**config.mk**
```make
export PLATFORM = sky130hd
export DESIGN_NAME = mem_access_unit
export DESIGN_NICKNAME = d
export VERILOG_FILES = /design/src/rtl/mem_access_unit.sv
export SDC_FILE = /design/constraint.sdc
export NUM_CORES = 1
export LEC_CHECK = 0
export ABC_AREA = 1
export CORE_AREA = 4 4 152 154
export DETAILED_ROUTE_END_ITERATION = 10
export DIE_AREA = 0 0 156 158
export HOLD_SLACK_MARGIN = 0.03
export PLACE_DENSITY = 0.55
export SETUP_SLACK_MARGIN = 0.3
export SYNTH_ARGS = -nofsm -noshare
export SYNTH_HDL_FRONTEND = slang
export SYNTH_SLANG_ARGS = --single-unit
```
**constraint.sdc**
```tcl
create_clock -name clk -period 3.3 [get_ports clk]
set_clock_uncertainty 0.15 [all_clocks]
set_input_delay 0.99 -clock clk [delete_from_list [all_inputs] [get_ports clk]]
set_output_delay 0.99 -clock clk [all_outputs]
set_load 0.005 [all_outputs]
```
**src/rtl/mem_access_unit.sv**
```systemverilog
// rtl/mem_access_unit.sv - load/store stage: bus access FSM with alignment check, lane steering and timeout
module mem_access_unit #(
    parameter int ADDR_W  = 30,
    parameter int TIMEOUT = 16
) (
    input  logic              clk,
    input  logic              reset_,
    input  logic [3:0]        mem_op,
    input  logic [31:0]       ex_out,
    input  logic [31:0]       ex_wr_data,
    input  logic [31:0]       bus_rd_data,
    input  logic              bus_rdy_,
    output logic [ADDR_W-1:0] bus_addr,
    output logic              bus_as_,
    output logic              bus_rw,
    output logic [3:0]        bus_be,
    output logic [31:0]       bus_wr_data,
    output logic [31:0]       out,
    output logic              stall,
    output logic              miss_align,
    output logic              bus_err
);

    localparam logic [3:0] OP_LW  = 4'd1;
    localparam logic [3:0] OP_LH  = 4'd2;
    localparam logic [3:0] OP_LHU = 4'd3;
    localparam logic [3:0] OP_LB  = 4'd4;
    localparam logic [3:0] OP_LBU = 4'd5;
    localparam logic [3:0] OP_SW  = 4'd6;
    localparam logic [3:0] OP_SH  = 4'd7;
    localparam logic [3:0] OP_SB  = 4'd8;

    localparam logic [7:0] CNT_LAST = 8'(TIMEOUT - 1);

    typedef enum logic [1:0] {
        S_IDLE,
        S_BUSY,
        S_DONE
    } state_t;

    state_t             state_q;
    logic [ADDR_W-1:0]  addr_q;
    logic               as_q;
    logic               rw_q;
    logic [3:0]         be_q;
    logic [31:0]        wdata_q;
    logic [31:0]        result_q;
    logic               err_q;
    logic [7:0]         cnt_q;
    logic [3:0]         op_q;
    logic [1:0]         off_q;

    logic               is_word;
    logic               is_half;
    logic               is_byte;
    logic               is_load;
    logic               is_access;
    logic               mis;
    logic [3:0]         be_d;
    logic [31:0]        wdata_d;

    function automatic logic [31:0] fmt_load(input logic [3:0] op, input logic [1:0] off,
                                             input logic [31:0] d);
        logic [15:0] h;
        logic [7:0]  b;
        h = off[1] ? d[31:16] : d[15:0];
        case (off)
            2'd0:    b = d[7:0];
            2'd1:    b = d[15:8];
            2'd2:    b = d[23:16];
            default: b = d[31:24];
        endcase
        case (op)
            OP_LW:   fmt_load = d;
            OP_LH:   fmt_load = {{16{h[15]}}, h};
            OP_LHU:  fmt_load = {16'h0000, h};
            OP_LB:   fmt_load = {{24{b[7]}}, b};
            OP_LBU:  fmt_load = {24'h000000, b};
            default: fmt_load = 32'h0;
        endcase
    endfunction

    always_comb begin
        is_word   = (mem_op == OP_LW) || (mem_op == OP_SW);
        is_half   = (mem_op == OP_LH) || (mem_op == OP_LHU) || (mem_op == OP_SH);
        is_byte   = (mem_op == OP_LB) || (mem_op == OP_LBU) || (mem_op == OP_SB);
        is_load   = (mem_op >= OP_LW) && (mem_op <= OP_LBU);
        is_access = is_word || is_half || is_byte;
        mis       = (is_word && (ex_out[1:0] != 2'b00)) || (is_half && ex_out[0]);
        be_d      = 4'b1111;
        wdata_d   = ex_wr_data;
        if (is_half) begin
            be_d    = ex_out[1] ? 4'b1100 : 4'b0011;
            wdata_d = {2{ex_wr_data[15:0]}};
        end else if (is_byte) begin
            be_d    = 4'b0001 << ex_out[1:0];
            wdata_d = {4{ex_wr_data[7:0]}};
        end
    end

    always_ff @(posedge clk or negedge reset_) begin
        if (!reset_) begin
            state_q  <= S_IDLE;
            as_q     <= 1'b1;
            rw_q     <= 1'b1;
            be_q     <= 4'b0000;
            addr_q   <= '0;
            wdata_q  <= 32'h0;
            result_q <= 32'h0;
            err_q    <= 1'b0;
            cnt_q    <= 8'h00;
            op_q     <= 4'h0;
            off_q    <= 2'b00;
        end else begin
            case (state_q)
                S_IDLE: begin
                    err_q <= 1'b0;
                    if (is_access && !mis) begin
                        state_q <= S_BUSY;
                        as_q    <= 1'b0;
                        addr_q  <= ex_out[ADDR_W+1:2];
                        rw_q    <= is_load;
                        be_q    <= be_d;
                        wdata_q <= wdata_d;
                        op_q    <= mem_op;
                        off_q   <= ex_out[1:0];
                        cnt_q   <= 8'h00;
                    end
                end
                S_BUSY: begin
                    // ready takes priority over an expiring timeout in the same cycle
                    if (!bus_rdy_) begin
                        result_q <= fmt_load(op_q, off_q, bus_rd_data);
                        err_q    <= 1'b0;
                        as_q     <= 1'b1;
                        state_q  <= S_DONE;
                    end else if (cnt_q == CNT_LAST) begin
                        result_q <= 32'h0;
                        err_q    <= 1'b1;
                        as_q     <= 1'b1;
                        state_q  <= S_DONE;
                    end else begin
                        cnt_q <= cnt_q + 8'd1;
                    end
                end
                S_DONE: begin
                    state_q <= S_IDLE;
                end
                default: begin
                    state_q <= S_IDLE;
                    as_q    <= 1'b1;
                end
            endcase
        end
    end

    always_comb begin
        out        = 32'h0;
        stall      = 1'b0;
        miss_align = 1'b0;
        case (state_q)
            S_IDLE: begin
                if (is_access && mis) begin
                    miss_align = 1'b1;
                end else if (is_access) begin
                    stall = 1'b1;
                    out   = ex_out;
                end else begin
                    out = ex_out;
                end
            end
            S_BUSY:  stall = 1'b1;
            S_DONE:  out = result_q;
            default: out = 32'h0;
        endcase
    end

    assign bus_err     = (state_q == S_DONE) && err_q;
    assign bus_addr    = addr_q;
    assign bus_as_     = as_q;
    assign bus_rw      = rw_q;
    assign bus_be      = be_q;
    assign bus_wr_data = wdata_q;

endmodule

```
==> results of run 1 <==
worst max-delay path, stage by stage:
cell and delay [ns]:
clkdlybuf4s15_2 0.23, nand3_2 0.10, nand3_4 0.12, nand2_8 0.08
buf_6 0.12, buf_12 0.12, buf_16 0.13, nand3_1 0.07
nand2_1 0.05, buf_2 0.12
registers in the layout (all words and copies together) (netlist names), 2 cells and up:
register	count
off_q	2
bus_addr	30
bus_wr_data	32
op_q	4
state_q	2
cnt_q	8
result_q	32
bus_be	4
layer usage:
| layer | global-route usage [%] | wire length, microns |
|---|---|---|
| met1 | 26.9 | 10800 |
| met2 | 28.4 | 10300 |
| met3 | 3.34 | 1410 |
| met4 | 4.84 | 288 |
| met5 | 0 | 0 |
how the worst max path moves through the flow:
stage | startpoint | end | slack [ns] | cells after the start
6_report | ex_out[0] | out[12] | 0.02 | 10
5_1_grt | mem_op[3] | out[17] | -0.06 | 11
4_1_cts | mem_op[1] | out[10] | 0.007 | 12
3_5_place_dp | mem_op[0] | out[0] | -0.70 | 10
3_3_place_gp | mem_op[0] | out[0] | -0.67 | 10
2_1_floorplan | mem_op[0] | stall | 0.30 | 9
stage by stage:
stage / util [%] / instance area, sq um
floorplan: - / 6410
global placement: 40.8 / 8850
detailed placement: 40.8 / 8850
CTS: 44.5 / 9660
global route: 45.2 / 9790
finish: 45.2 / 9790
cells in the final DEF, fill, tap and decap left out, types with 4 or more instances in the layout:
cell             Yosys  final
nand2_1            491    484
o21a_1               4      4
o21ai_1             11     10
nor2_1              36     32
buf_8                0      4
nand2_2              2      8
buf_6               10     16
or2_2                9      9
buf_12               0      7
clkbuf_16            0     17
buf_2               12     29
nor3_1               5      5
dfrtp_1            115    115
buf_4               11     40
nand3_1            113     97
bufinv_16            0      4
o21ai_0             20     20
inv_1               34     33
nand3_2              1     14
a21oi_1             12     12
inv_2                7      7
clkdlybuf4s50_1      0    164
final cells by class:
cell class                 instances  area, sq um  share of cell area (%)
multi-input combinational        716         3160                    32.2
tap                              280          350                    3.58
clock buffer                      21          470                    4.80
sequential                       117         2930                    29.9
clock inverter                     9          151                    1.55
inverter                          42          165                    1.69
timing repair buffer             265         2570                    26.3
power by group:
part / switching (mW) / internal, mW / total, mW / leakage [nW]
clock network: 0.651 / 1.31 / 1.96 / 0.305
registers: 0.356 / 2.04 / 2.39 / 1.50
logic: 1.59 / 1.56 / 3.14 / 3.32
total: 2.60 / 4.90 / 7.50 / 5.13
cell families (layout without fill, tap and decap cells):
group,Yosys count,in the layout,synth area share [%]
AND/OR/NAND/NOR,661,661,41.9
adder cells (fa/ha/maj),1,1,0.195
AO/OA/AOI/OAI,54,54,4.67
flip-flops,117,117,45.7
buffers and inverters,92,337,7.48
repair_timing:
item / in CTS / in global routing
setup endpoints to repair: 117 / 100
buffers inserted: 13 / 4
resized for setup: 199 / 26
cloned: 4 / 0
pin swaps: 9 / 14
==> results.md, run 1 <==
* Status: complete, no violations
* Dpl ws at -0.704 ns
* H-Tree Depth at 4
* Area of the core at around 0.022 sq mm
* Post-Syn Nets at 1029
* RSZ-0062 raised after global routing: true
* ANT cells at 0
* Count leader, synth: nand2_1
* Initial antenna violation count at 0
* DR vias/cell at 4.66
* #FFs+latches synth at 117
* Gate Count Post-Synth at ~900
* DRT iter0 DRCs at 511
* Final HPWL DP at 16400 microns
* Vias in the first global route at 6489
* Global Route Usage Sum at 18.5%
* Hold buffer count at CTS at 0
* Largest net degree at the start of global routing at 92
* Initial Utilization at just under 30%
* Top_reg_cell synth: dfrtp_1
* Die width at 156 microns
* First-pass GRT wire length at 36200 microns
* CP endpoint kind: output pin
* Mean Syn Cell Area at just under 7 sq um
* GR Overflow Total at 0
* Yosys top cell by area: dfrtp_1
* Worst r2r path cells at 8
* Slew HR at 62.3%
* Num ports at 206
* WS Path Type: in2out
* Synth async-reset ratio at 100%
* Cell count of the worst hold path at 2
* PortBufs at 205
* Drt total wl at 22800 microns
* Fmax at 305 MHz
* YS warnings at 0
* Fillers at 2215
* TritonCTS Sinks at 117
* Worst R2R Start: state_q[1]
* Clock Path Buffers at 2
* Vias at about 6800
* Critical-path maximum fanout at 6
* Worst-path clk slew at 0.05 ns
* 1st-pass router iterations at 5
* CP Data Required Time at 2.16 ns
* Worst path arrival time at ~2.1 ns
* Final setup vio count at 0
* Post-route minimum period at roughly 3.3 ns
* Total power at 7.50 mW
* Crit path launch type: primary input
* Post-synth top cells: 491 x nand2_1, 115 x dfrtp_1, 113 x nand3_1
* Yosys top cell area share at between 40 and 50%
* Pleak at 5.13 nW
* # Max-Cap Violations at 0
* Hold Crit Start: bus_addr[10]
* Power Dens Cells at ~770 mW/mm^2
* Synth area leaders: dfrtp_1 45%, nand2_1 29%, nand3_1 8.8%
* Final setup margin at 0.0233 ns
* Final Cycle Share at 99.3%
* Routability-driven placement congestion ratio at 0.837
* Share of layout cells above drive strength 1 at 15.6%
* Hold EP: bus_addr[10]
* Full die area at 0.0246 sq mm
* Yosys cell types at 29
* Placed Cells at about 1400
* Fin cells at 1450
* Layout Area Growth over Synthesis at 52.9%
* Post-synth EDFFs at 0
* Worst VDD drop at 0.000339 V
* CTS tree: built
* Reg2reg setup slack at around 1.2 ns
* RR Endpoint: bus_addr[10]
* Pins Over Slew Limit at 0
* HP Class: reg2reg
* Synth Cell Area at 0.00641 sq mm
* Post-layout nets at 1263
* Die height at 158 microns
* Num CTS Buffers at 17
* Setup TNS at 0 ns
* Core Rows at 54
* Routed Antenna Nets at 0
* Hold Fails Final Rpt at 0
* Seq/Total Area, Yosys at 45.7%
* # DRC at 0
* Worst-margin pin slew at 0.566 ns
* Routed len/inst at 15.7 microns
* Hold_ws at between 0.3 and 0.4 ns
* Worst-Skew Late Latency at roughly 0.4 ns
* Clk root buf: clkbuf_16
Power figures use the tool's default switching activity.
==> run 2, diff against run 1 <==
Settings changed: ABC_AREA 1 to 0, CORE_AREA 4 4 152 154 to 4 4 148 150, DIE_AREA 0 0 156 158 to 0 0 152 154, PLACE_DENSITY 0.55 to 0.56, SKIP_CTS_REPAIR_TIMING from default to 1, SKIP_LAST_GASP from default to 1.
==> run 2 against run 1 <==
  * The flow now finishes with violations (setup timing)
  * Clock power rose by 4%
  * Die area down 5.0%
  * Combinational power down 14%
  * Via count decreased by 25%
  * Critical path depth is 2 lower
  * Synthesized area shrank 5.1%
==> results.md, run 2 <==
* Top_reg_cell synth: dfrtp_1
* Num ports at 206 (unchanged)
* First-pass GRT wire length at 30500 microns (-16%)
* # Max-Cap Violations at 0 (unchanged)
* Core Rows at 53 (-1.9%)
* Post-route minimum period at 3.69 ns (+0.417 ns)
* Synth Cell Area at 0.00608 sq mm (-5.1%)
* Vias in the first global route at 5253 (-19%)
* Post-synth top cells: 115 x dfrtp_1, 55 x a22o_1, 51 x nand2_1
* CTS tree: built
* Compound-Gate Fraction of Synth Area at 16.2% (+12 points)
* Largest net degree at the start of global routing at 66 (-28%)
* 1st-pass router iterations at 4 (-1)
* Combinational share of power at 38.1% (-3.8 points)
* Yosys top cell by area: dfrtp_1
* Post-synth EDFFs at 0 (unchanged)
* Critical-path maximum fanout at 8 (+2)
* Crit path cell chain: buf_4, nor3b_2, or4_4, nor3b_4, buf_12, clkbuf_16, a22o_1, clkbuf_2
* Final HPWL DP at 14500 microns (-12%)
* DRT iter0 DRCs at 299 (-41%)
* H-Tree Depth at 4 (unchanged)
* Routed Antenna Nets at 0 (unchanged)
* Post-layout nets at 839 (-34%)
* Share of layout cells above drive strength 1 at 32.0% (+16 points)
* Final setup margin at -0.394 ns (-0.417 ns)
* DR vias/cell at 4.93 (+5.8%)
* Internal at 5.00 mW (+1.9%)
* Slew HR at 61.0% (-1.2 points)
* Crit path launch type: primary input
* Routability-driven placement congestion ratio at 0.807 (-3.6%)
* Failing checks: setup timing
* Pins Over Slew Limit at 0 (unchanged)
* Die height at 154 microns (-2.5%)
* Crit path buffers/inverters at 4 (-1)
* Die width at 152 microns (-2.6%)
* Vias at 5044 (-25%)
* Yosys top cell area share at 47.3% (+2.4 points)
* Area of the core at 0.0207 sq mm (-4.6%)
* Fmax at 271 MHz (-11%)
* Worst r2r path cells at 5 (-3)
* Hold_ws at 0.286 ns (-0.0395 ns)
* Final setup vio count at 33 (+33)
* Commonest non-fill, non-tap cells in the layout: 164 x clkdlybuf4s50_1, 113 x dfrtp_1, 55 x a22o_1
* Count leader, synth: dfrtp_1
* Global Route Usage Sum at 16.5% (-2.0 points)
* Worst R2R Start: off_q[0]
* TritonCTS Sinks at 117 (unchanged)
* CP endpoint kind: output pin
* Worst path arrival time at 2.55 ns (+0.41 ns)
* YS warnings at 0 (unchanged)
* PortBufs at 205 (unchanged)
* Final core utilization at 45.6% (+0.47 points)
* Fillers at 1902 (-14%)
* RR Endpoint: result_q[12]
* RSZ-0062 raised after global routing: true
* Initial antenna violation count at 0 (unchanged)
* GR Overflow Total at 0 (unchanged)
* Post-Syn Nets at 595 (-42%)
* Synth area leaders: dfrtp_1 47%, mux2_4 9.6%, mux2_2 8.0%
* #FFs+latches synth at 117 (unchanged)
* ANT cells at 0 (unchanged)
* Pleak at 4.35 nW (-15%)
* Fin cells at 1023 (-29%)
* Final Cycle Share at 112% (+13 points)
* Sw Share at 29.4% (-5.3 points)
* Area of the multi-input gates at 0.00297 sq mm (-6.0%)
* Status: complete, but fails checks
* CP Data Required Time at 2.16 ns (about the same)
* Hold Fails Final Rpt at 0 (unchanged)
* Seq/Total Area, Yosys at 48.2% (+2.4 points)
* Worst-margin pin slew at 0.585 ns (+0.0183 ns)
* Full die area at 0.0234 sq mm (-5.0%)
* Most common cell after layout, fill and taps aside: clkdlybuf4s50_1
* Post-synthesis simple-gate area fraction at 9.38% (-33 points)
* Max stage delay cell, worst path: or4_4
* Drt total wl at 20600 microns (-9.8%)
* Area share of xor/xnor cells in the synthesized design at 0.864% (+0.86 points)
* Clock Path Buffers at 2 (unchanged)
* WS Path Type: in2out
* Initial Utilization at 29.4% (-0.15 points)
* Routed len/inst at 20.1 microns (+28%)
* # DRC at 0 (unchanged)
* Power Dens Cells at 749 mW/mm^2 (-2.1%)
* Layout Area Growth over Synthesis at 55.2%
* Mux share of post-synthesis cell area at 20.7% (+21 points)
* Gate Count Post-Synth at 491 (-47%)
* Yosys cell types at 47 (+62%)
* Total net switching power at 2.08 mW (-20%)
* Num CTS Buffers at 17 (unchanged)
* CP delay by family, top: simple AND/OR/NAND/NOR gates
* Reg2reg setup slack at 0.98 ns (-0.20 ns)
* Critical Path Max Stage Delay at 0.51 ns (+0.28 ns)
* Worst-path clk slew at 0.06 ns (about the same)
* HP Class: in2async
* Clk root buf: clkbuf_16
* Sequential share of power at 33.0% (+1.1 points)
* Synth async-reset ratio at 100% (unchanged)
* Largest family of logic cells by synthesized area: multiplexers
* Adder-Cell Fraction of Synth Area at 0.206% (+0.010 points)
* Placed Cells at 974 (-30%)
* Mean Syn Cell Area at 12.4 sq um (+79%)
* Worst-Skew Late Latency at 0.42 ns (about the same)
* Worst VDD drop at 0.000368 V (+8.6%)
* Clock Power Share at 28.8% (+2.6 points)
* Seq. cell area at 0.00293 sq mm (about the same)
-- run 2: cell types whose count changed after synthesis, sizes merged, moves of 21 or more --
cell / delta
a22o: +55
nand2: -442
nand3: -111
mux2: +83
nor2: -21
inv: -34
-- run 2: how the worst max path moves through the flow --
stage / start / endpoint / cells after the start
6_report: mem_op[1] / out[0] / 8
5_1_grt: mem_op[2] / out[23] / 9
4_1_cts: mem_op[2] / out[23] / 8
3_5_place_dp: mem_op[2] / out[31] / 8
3_3_place_gp: mem_op[2] / out[31] / 8
2_1_floorplan: mem_op[1] / out[0] / 6
-- run 2: power by group through the flow --
| stage | logic [mW] | clock network (mW) | registers, mW |
|---|---|---|---|
| after CTS | 2.66 | 2.08 | 2.35 |
| after floorplan | 1.33 | 0 | 2.24 |
| final | 2.70 | 2.04 | 2.34 |
| after global placement | 2.62 | 0 | 2.34 |
| after detailed placement | 2.65 | 0 | 2.36 |
| after global routing | 2.90 | 2.15 | 2.41 |
-- run 2: worst register-to-register path: stages (launching register included) --
cell and delay, ns:
dfrtp_1 0.71, mux4_2 0.58, nand2_1 0.10, nor2_1 0.13, a221o_1 0.34, a22o_1 0.21
-- run 2: kinds of logic after synthesis --
family | after synthesis
AO/OA/AOI/OAI | 118
multiplexers | 91
AND/OR/NAND/NOR | 113
buffers and inverters | 45
XOR/XNOR | 6
adder cells (fa/ha/maj) | 1
flip-flops | 117
-- run 2: per-stage QoR --
stage               setup slack (ns)  power, mW  setup TNS [ns]  instance area, sq um
detailed placement             -1.13       5.00          -40.79                  8650
CTS                            -1.14       7.09          -37.40                  9290
global route                  -0.437       7.46          -13.02                  9440
finish                        -0.394       7.08          -11.80                  9440
floorplan                     -0.122       3.57           -3.67                  6120
global placement               -1.14       4.96          -41.44                  8650
-- run 2: routing by layer --
layer / part of all wire (%) / global-route usage (%)
met1: 43 / 20.6
met2: 46 / 26.3
met3: 8.9 / 6.98
met4: 1.8 / 4.92
met5: 0 / 0
-- run 2: area by class of cell --
cell class              instances  area share [%]
clock buffers                  19            4.80
clock inverters                13            2.07
inverters                       8           0.318
multi-input cells             329            31.4
flip-flops and latches        117            31.1
well taps                     275            3.64
repair buffers                262            26.7
